[config.mk]
export PLATFORM = sky130hd
export DESIGN_NAME = sample_stream_tx
export DESIGN_NICKNAME = d
export VERILOG_FILES = /design/src/rtl/sample_stream_tx.sv
export SDC_FILE = /design/constraint.sdc
export NUM_CORES = 2
export LEC_CHECK = 0
export ABC_AREA = 1
export BUFFER_PORTS_ARGS = -buffer_cell sky130_fd_sc_hd__buf_4
export CAP_MARGIN = 30
export CORE_MARGIN = 2
export CORE_UTILIZATION = 40
export DETAILED_ROUTE_END_ITERATION = 8
export RECOVER_POWER = 50
export SETUP_SLACK_MARGIN = 0.05
export SLEW_MARGIN = 20
export SYNTH_ARGS = -nofsm -noshare
export SYNTH_HDL_FRONTEND = slang
export SYNTH_SLANG_ARGS = --single-unit
[constraint.sdc]
create_clock -name clk -period 5.3 [get_ports clk]
set_input_delay 0.53 -clock clk [delete_from_list [all_inputs] [get_ports clk]]
set_output_delay 0.53 -clock clk [all_outputs]
set_load 0.05 [all_outputs]
[src/rtl/sample_stream_tx.sv]
`default_nettype none
// ============================================================================
//  Module      : sample_stream_tx
//  Description : Captures DEPTH records of NUM_CH ADC channel samples into an
//                internal buffer, then streams each record as tagged 5-bit
//                payload bytes to a JTAG UART Avalon write port. Each record
//                waits for a host ACK. A NACK or an ack timeout triggers a
//                retransmit, and exhausting MAX_RETRY reports a sticky error.
//                Optional macro SAMPLE_STREAM_TX_CHECKSUM_EN appends an XOR
//                checksum byte (tag 3'b110) to every record.
//  Revision    : 1.0 - initial multi-channel release
// ============================================================================
module sample_stream_tx #(
    parameter int SAMPLE_W    = 10,
    parameter int NUM_CH      = 2,
    parameter int DEPTH       = 128,
    parameter int ACK_TIMEOUT = 50000000,
    parameter int MAX_RETRY   = 3
) (
    input  logic                       clk,
    input  logic                       reset,
    input  logic                       start,
    input  logic                       sample_valid,
    input  logic [NUM_CH*SAMPLE_W-1:0] sample_data,
    output logic                       tx_write,
    output logic [7:0]                 tx_data,
    input  logic                       tx_waitrequest,
    input  logic                       rx_valid,
    input  logic [7:0]                 rx_data,
    output logic                       busy,
    output logic                       done,
    output logic                       error,
    output logic [$clog2(DEPTH)-1:0]   record_idx
);

    localparam int CHUNKS = (SAMPLE_W + 4) / 5;
    localparam int PAD_W  = CHUNKS * 5;
    localparam int REC_W  = NUM_CH * SAMPLE_W;
    localparam int IDX_W  = $clog2(DEPTH);
    localparam int CH_W   = (NUM_CH > 1) ? $clog2(NUM_CH) : 1;
    localparam int CK_W   = (CHUNKS > 1) ? $clog2(CHUNKS) : 1;
    localparam int TMO_W  = (ACK_TIMEOUT > 1) ? $clog2(ACK_TIMEOUT) : 1;
    localparam int RTY_W  = (MAX_RETRY > 0) ? $clog2(MAX_RETRY + 1) : 1;

    localparam logic [IDX_W-1:0] LAST_REC = IDX_W'(DEPTH - 1);
    localparam logic [CH_W-1:0]  LAST_CH  = CH_W'(NUM_CH - 1);
    localparam logic [CK_W-1:0]  LAST_CK  = CK_W'(CHUNKS - 1);
    localparam logic [TMO_W-1:0] TMO_LAST = TMO_W'(ACK_TIMEOUT - 1);
    localparam logic [RTY_W-1:0] RTY_LAST = RTY_W'(MAX_RETRY);

    typedef enum logic [2:0] {
        ST_IDLE     = 3'd0,
        ST_CAPTURE  = 3'd1,
        ST_SEND     = 3'd2,
        ST_WAIT_ACK = 3'd3,
        ST_ERROR    = 3'd4
    } state_t;

    state_t state;
    state_t next_state;

    logic [REC_W-1:0] rec_mem [DEPTH];
    logic [REC_W-1:0] cur_rec;

    logic [CH_W-1:0]  ch_cnt;
    logic [CK_W-1:0]  chunk_cnt;
    logic [TMO_W-1:0] timer;
    logic [RTY_W-1:0] retry;

    logic [NUM_CH-1:0][CHUNKS-1:0][4:0] chunk_tab;
    logic [PAD_W-1:0] padded;
    logic [2:0]       tag;
    logic [7:0]       cur_byte;

    logic accept;
    logic last_data;
    logic last_byte;
    logic is_ack;
    logic is_nack;
    logic timeout;
    logic unused_rx;

`ifdef SAMPLE_STREAM_TX_CHECKSUM_EN
    logic       cks_phase;
    logic [4:0] cks;
`endif

    assign cur_rec   = rec_mem[record_idx];
    assign accept    = tx_write & ~tx_waitrequest;
    assign last_data = (ch_cnt == LAST_CH) && (chunk_cnt == LAST_CK);
`ifdef SAMPLE_STREAM_TX_CHECKSUM_EN
    assign last_byte = cks_phase;
`else
    assign last_byte = last_data;
`endif
    // Only the two class bits of a host byte carry meaning here.
    assign is_ack    = rx_valid && (rx_data[7:6] == 2'b10);
    assign is_nack   = rx_valid && (rx_data[7:6] == 2'b11);
    assign unused_rx = ^rx_data[5:0];
    assign timeout   = (timer == TMO_LAST);
    assign busy      = (state == ST_CAPTURE) || (state == ST_SEND) || (state == ST_WAIT_ACK);
    // tx_data reads as zero whenever no write is being requested.
    assign tx_data   = tx_write ? cur_byte : 8'h00;

    // Split the current record into zero-padded 5-bit chunks (and their XOR).
    always_comb begin
        chunk_tab = '0;
        padded    = '0;
`ifdef SAMPLE_STREAM_TX_CHECKSUM_EN
        cks       = '0;
`endif
        for (int c = 0; c < NUM_CH; c++) begin
            padded = '0;
            padded[SAMPLE_W-1:0] = cur_rec[c*SAMPLE_W +: SAMPLE_W];
            for (int j = 0; j < CHUNKS; j++) begin
                chunk_tab[c][j] = padded[j*5 +: 5];
`ifdef SAMPLE_STREAM_TX_CHECKSUM_EN
                cks = cks ^ padded[j*5 +: 5];
`endif
            end
        end
    end

    // Assemble the outgoing byte: tag header over the selected payload chunk.
    always_comb begin
        tag      = (chunk_cnt == LAST_CK) ? 3'b111 : {1'b0, 2'(chunk_cnt)};
        cur_byte = {tag, chunk_tab[ch_cnt][chunk_cnt]};
`ifdef SAMPLE_STREAM_TX_CHECKSUM_EN
        if (cks_phase) begin
            cur_byte = {3'b110, cks};
        end
`endif
    end

    // Capture buffer; contents deliberately survive reset.
    always_ff @(posedge clk) begin
        if (state == ST_CAPTURE && sample_valid) begin
            rec_mem[record_idx] <= sample_data;
        end
    end

    // State register.
    always_ff @(posedge clk) begin
        if (reset) begin
            state <= ST_IDLE;
        end else begin
            state <= next_state;
        end
    end

    // Next-state decode; ACK takes priority over NACK and timeout.
    always_comb begin
        next_state = state;
        case (state)
            ST_IDLE, ST_ERROR: begin
                if (start) next_state = ST_CAPTURE;
            end
            ST_CAPTURE: begin
                if (sample_valid && record_idx == LAST_REC) next_state = ST_SEND;
            end
            ST_SEND: begin
                if (accept && last_byte) next_state = ST_WAIT_ACK;
            end
            ST_WAIT_ACK: begin
                if (is_ack) begin
                    next_state = (record_idx == LAST_REC) ? ST_IDLE : ST_SEND;
                end else if (is_nack || timeout) begin
                    next_state = (retry == RTY_LAST) ? ST_ERROR : ST_SEND;
                end
            end
            default: next_state = ST_IDLE;
        endcase
    end

    // Datapath: record index, byte counters, write strobe, ack timer, retries.
    always_ff @(posedge clk) begin
        if (reset) begin
            record_idx <= '0;
            ch_cnt     <= '0;
            chunk_cnt  <= '0;
            tx_write   <= 1'b0;
            timer      <= '0;
            retry      <= '0;
            error      <= 1'b0;
            done       <= 1'b0;
`ifdef SAMPLE_STREAM_TX_CHECKSUM_EN
            cks_phase  <= 1'b0;
`endif
        end else begin
            done <= 1'b0;
            case (state)
                ST_IDLE, ST_ERROR: begin
                    if (start) begin
                        record_idx <= '0;
                        retry      <= '0;
                        error      <= 1'b0;
                    end
                end
                ST_CAPTURE: begin
                    if (sample_valid) begin
                        record_idx <= (record_idx == LAST_REC) ? '0 : record_idx + 1'b1;
                    end
                end
                ST_SEND: begin
                    if (!tx_write) begin
                        tx_write <= 1'b1;
                    end else if (accept) begin
                        if (last_byte) begin
                            tx_write  <= 1'b0;
                            ch_cnt    <= '0;
                            chunk_cnt <= '0;
                            timer     <= '0;
`ifdef SAMPLE_STREAM_TX_CHECKSUM_EN
                            cks_phase <= 1'b0;
                        end else if (last_data) begin
                            cks_phase <= 1'b1;
`endif
                        end else if (chunk_cnt == LAST_CK) begin
                            chunk_cnt <= '0;
                            ch_cnt    <= ch_cnt + 1'b1;
                        end else begin
                            chunk_cnt <= chunk_cnt + 1'b1;
                        end
                    end
                end
                ST_WAIT_ACK: begin
                    if (is_ack) begin
                        retry <= '0;
                        if (record_idx == LAST_REC) begin
                            record_idx <= '0;
                            done       <= 1'b1;
                        end else begin
                            record_idx <= record_idx + 1'b1;
                        end
                    end else if (is_nack || timeout) begin
                        if (retry == RTY_LAST) begin
                            error <= 1'b1;
                        end else begin
                            retry <= retry + 1'b1;
                        end
                    end else begin
                        timer <= timer + 1'b1;
                    end
                end
                default: ;
            endcase
        end
    end

endmodule
`default_nettype wire
==> metrics.md <==
| Metric | Value |
|---|---|
| Status | `finished, violations left` |
| Failing checks | `capacitance limit, slew limit` |
| Cell Pwr Density | `449 mW/mm2` |
| CTS-repair resized insts | `0` |
| WL/cell | `23.3 um` |
| Via count | `69000` |
| R2R setup slack | `870 ps` |
| Placer Congestion | `1.04` |
| Die span in y | `517 um` |
| WP data arrival | `4610 ps` |
| Fin Hold WS | `106 ps` |
| Ports | `53` |
| Mapped Nets | `8863` |
| Finished Layout Cells | `12500` |
| Most frequent cells in the layout | `nand2_1, nand3_1, edfxtp_1, clkbuf_16, buf_4` |
| Layout Nets | `8872` |
| Row Count | `188` |
| Reg2reg start | `ch_cnt` |
| Fmax | `194 MHz` |
| Largest net degree at the start of global routing | `176` |
| Skew final | `62.3 ps` |
| Total global routing track utilization | `0.215` |
| Synth unique cells | `36` |
| Commonest non-fill, non-tap cell in the layout | `nand2_1` |
| CTS sink cnt | `2610` |
| Clk slew on worst S/H paths | `60 ps` |
| CTS Hold Bufs | `5` |
| Critical path launch point type | `flip-flop` |
| Cells after Synth | `8826` |
| Top cell type's share of synthesized area | `0.730` |
| Critical path type | `reg2out` |
| Core Area | `0.262 mm2` |
| Initial Util | `0.402` |
| Fin crit period | `5140 ps` |
| Largest delay share family, worst path | `simple AND/OR/NAND/NOR gates` |
| H-tree depth | `5` |
| Worst-Skew Late Latency | `950 ps` |
| Final Max Slew Viols | `2127` |
| Critical path's largest stage delay | `460 ps` |
| Clock Tree Root | `clkbuf_16` |
| TNS Setup | `0 ps` |
| Share of cells above drive strength 1 | `0.0844` |
| Register bit total from synthesis | `2610` |
| Area share of fa/ha/maj cells after synthesis | `0.000356` |
| Die area | `0.267 mm2` |
| Placed cell count | `12100` |
| Mux contribution to synthesized area | `0` |
| MaxCap Viol Count | `34` |
| Synth warnings | `0` |
| First-pass GRT wire length | `429 mm` |
| RSZ-0062 raised after global routing | `false` |
| Number of global-route vias before repair | `64900` |
| Crit path required time | `4770 ps` |
| Setup repair bufs after CTS | `0` |
| Leakage | `40.3 nW` |
| Slowest-stage cell, CP | `dfxtp_4` |
| Synth area leaders | `edfxtp_1, nand3_1, nand2_1` |
| Post-synthesis xor/xnor area fraction | `0.00150` |
| Worst slew pin tran | `4210 ps` |
| Slew HR | `-1.81` |
| DRC errors left | `0` |
| Worst IR Drop VDD | `0.000393 V` |
| Fill cells | `23400` |
| Crit path max fanout | `64` |
| Worst-path cell chain | `inv_8 > buf_12 > buf_12 > nand2_1 > nand3_1 > nand3_1 > nand3_1 > nand3_1 > nand3_1 > nand3_1 > nand3_1 > nand3_1 > nand2_1 > buf_4` |
| Clock buffer depth | `4` |
| Crit end category | `output pin` |
| Hold Fails Final Rpt | `0` |
| Final setup violation count | `0` |
| Sequential fraction of the synthesis area | `0.739` |
| CTS tree | `done` |
| R2r endpoint | `timer[2]` |
| Avg Vias per Cell | `5.50` |
| Buffers on Ports | `46` |
| Initial antenna violation count | `14` |
| WP buf/inv | `4` |
| Worst Hold Class | `in2reg` |
| CP dominant cell by count | `nand3_1` |
| ANT nets after route | `0` |
| Area growth syn-to-layout | `12.4%` |
| Die Wd | `517 um` |
| Mapped Area | `0.105 mm2` |
| HPWL Detailed | `157 mm` |
| Routed WL | `292 mm` |
| Tcrit/Tclk final | `0.970` |
| Core Util, Final | `0.452` |
| Compound-Gate Fraction of Synth Area | `0.00311` |
| Simple-Gate Fraction of Synth Area | `0.228` |
| Grt ovf | `0` |
| Syn_area_per_cell | `11.9 um2` |
| Drt initial violations | `8870` |
| Crit path capture | `tx_data[4]` |
| Inserted Clock Buffers | `278` |
| Register-to-Register Path Depth | `10` |
| First-pass DRT Iterations | `6` |
| Synth area leader | `edfxtp_1` |
| Largest family of logic cells by synthesized area | `simple AND/OR/NAND/NOR gates` |
| Cell count along the critical path | `14` |
cells in the mapped netlist (all sizes together):
master	instances
a211oi	2
a21oi	40
a31oi	1
and2	1
buf	461
clkbuf	121
clkinv	1
dfxtp	50
edfxtp	2560
ha	3
inv	61
nand2	2686
nand3	2574
nand4	10
nor2	201
nor3	18
nor4	6
o2111ai	1
o21ai	9
o21bai	1
o31ai	1
xnor2	7
xor2	11
state kept, by name, indices dropped and copies added (netlist names), named ones only:
name / count
chunk_cnt: 1
state: 3
error: 1
ch_cnt: 1
timer: 26
tx_write: 1
rec_mem: 2560
done: 1
record_idx: 7
retry: 2
stage by stage:
step | power (mW) | cell area (um2) | setup WS (ps)
3_5_place_dp | 35.4 | 110000 | 1310
6_report | 53.2 | 118000 | 158
5_1_grt | 55.5 | 118000 | 87.0
3_3_place_gp | 35.2 | 110000 | 1220
2_1_floorplan | 31.3 | 105000 | 2450
4_1_cts | 53.3 | 119000 | 325
kinds of logic (layout without fill, tap and decap cells):
group / count (synthesis) / after routing
fa+ha+maj: 3 / 3
buf+inv: 644 / 846
other cells: 0 / 6
compound gates: 55 / 55
xor+xnor: 18 / 18
flops: 2610 / 2610
simple gates: 5496 / 5496
where the power goes:
part	internal [mW]	switching [mW]
clock	10.5	7.63
sequential	22.8	0.0940
combinational	3.25	8.96
worst reg2reg max path, cell delays in order (launching register included):
cell and delay, ps:
dfxtp_1 580, inv_1 70, clkbuf_1 500, nor3_1 360
nor2_1 90, nor4_1 310, nand2_2 120, nand2_1 690
clkinvlp_2 1040, o21ai_0 440, nor2_1 70
final cells by class:
class	instances	area, um2	area share
multi-input cells	5572	24800	0.210
diodes	6	15.0	0.000127
flip-flops and latches	2610	77900	0.658
clock inverters	106	798	0.00674
well taps	3515	4400	0.0371
repair buffers	311	2710	0.0229
inverters	62	262	0.00221
clock buffers	367	7500	0.0634
per-layer routing:
metal | vias to the layer above | GRT usage | wire length [um]
li1 | 31500 | - | -
met4 | 2 | 0.0815 | 11000
met1 | 34000 | 0.300 | 121000
met3 | 503 | 0.0404 | 26300
met5 | - | 0 | 13
met2 | 3014 | 0.334 | 133000
worst min-delay path by stage:
stage	from	endpoint	cells past startpoint
2_1_floorplan	timer[25]	timer[25]	2
3_3_place_gp	error	error	2
3_5_place_dp	error	error	2
4_1_cts	rx_valid	done	5
5_1_grt	rx_valid	done	5
6_report	rx_valid	done	5
Power figures use the tool's default switching activity.
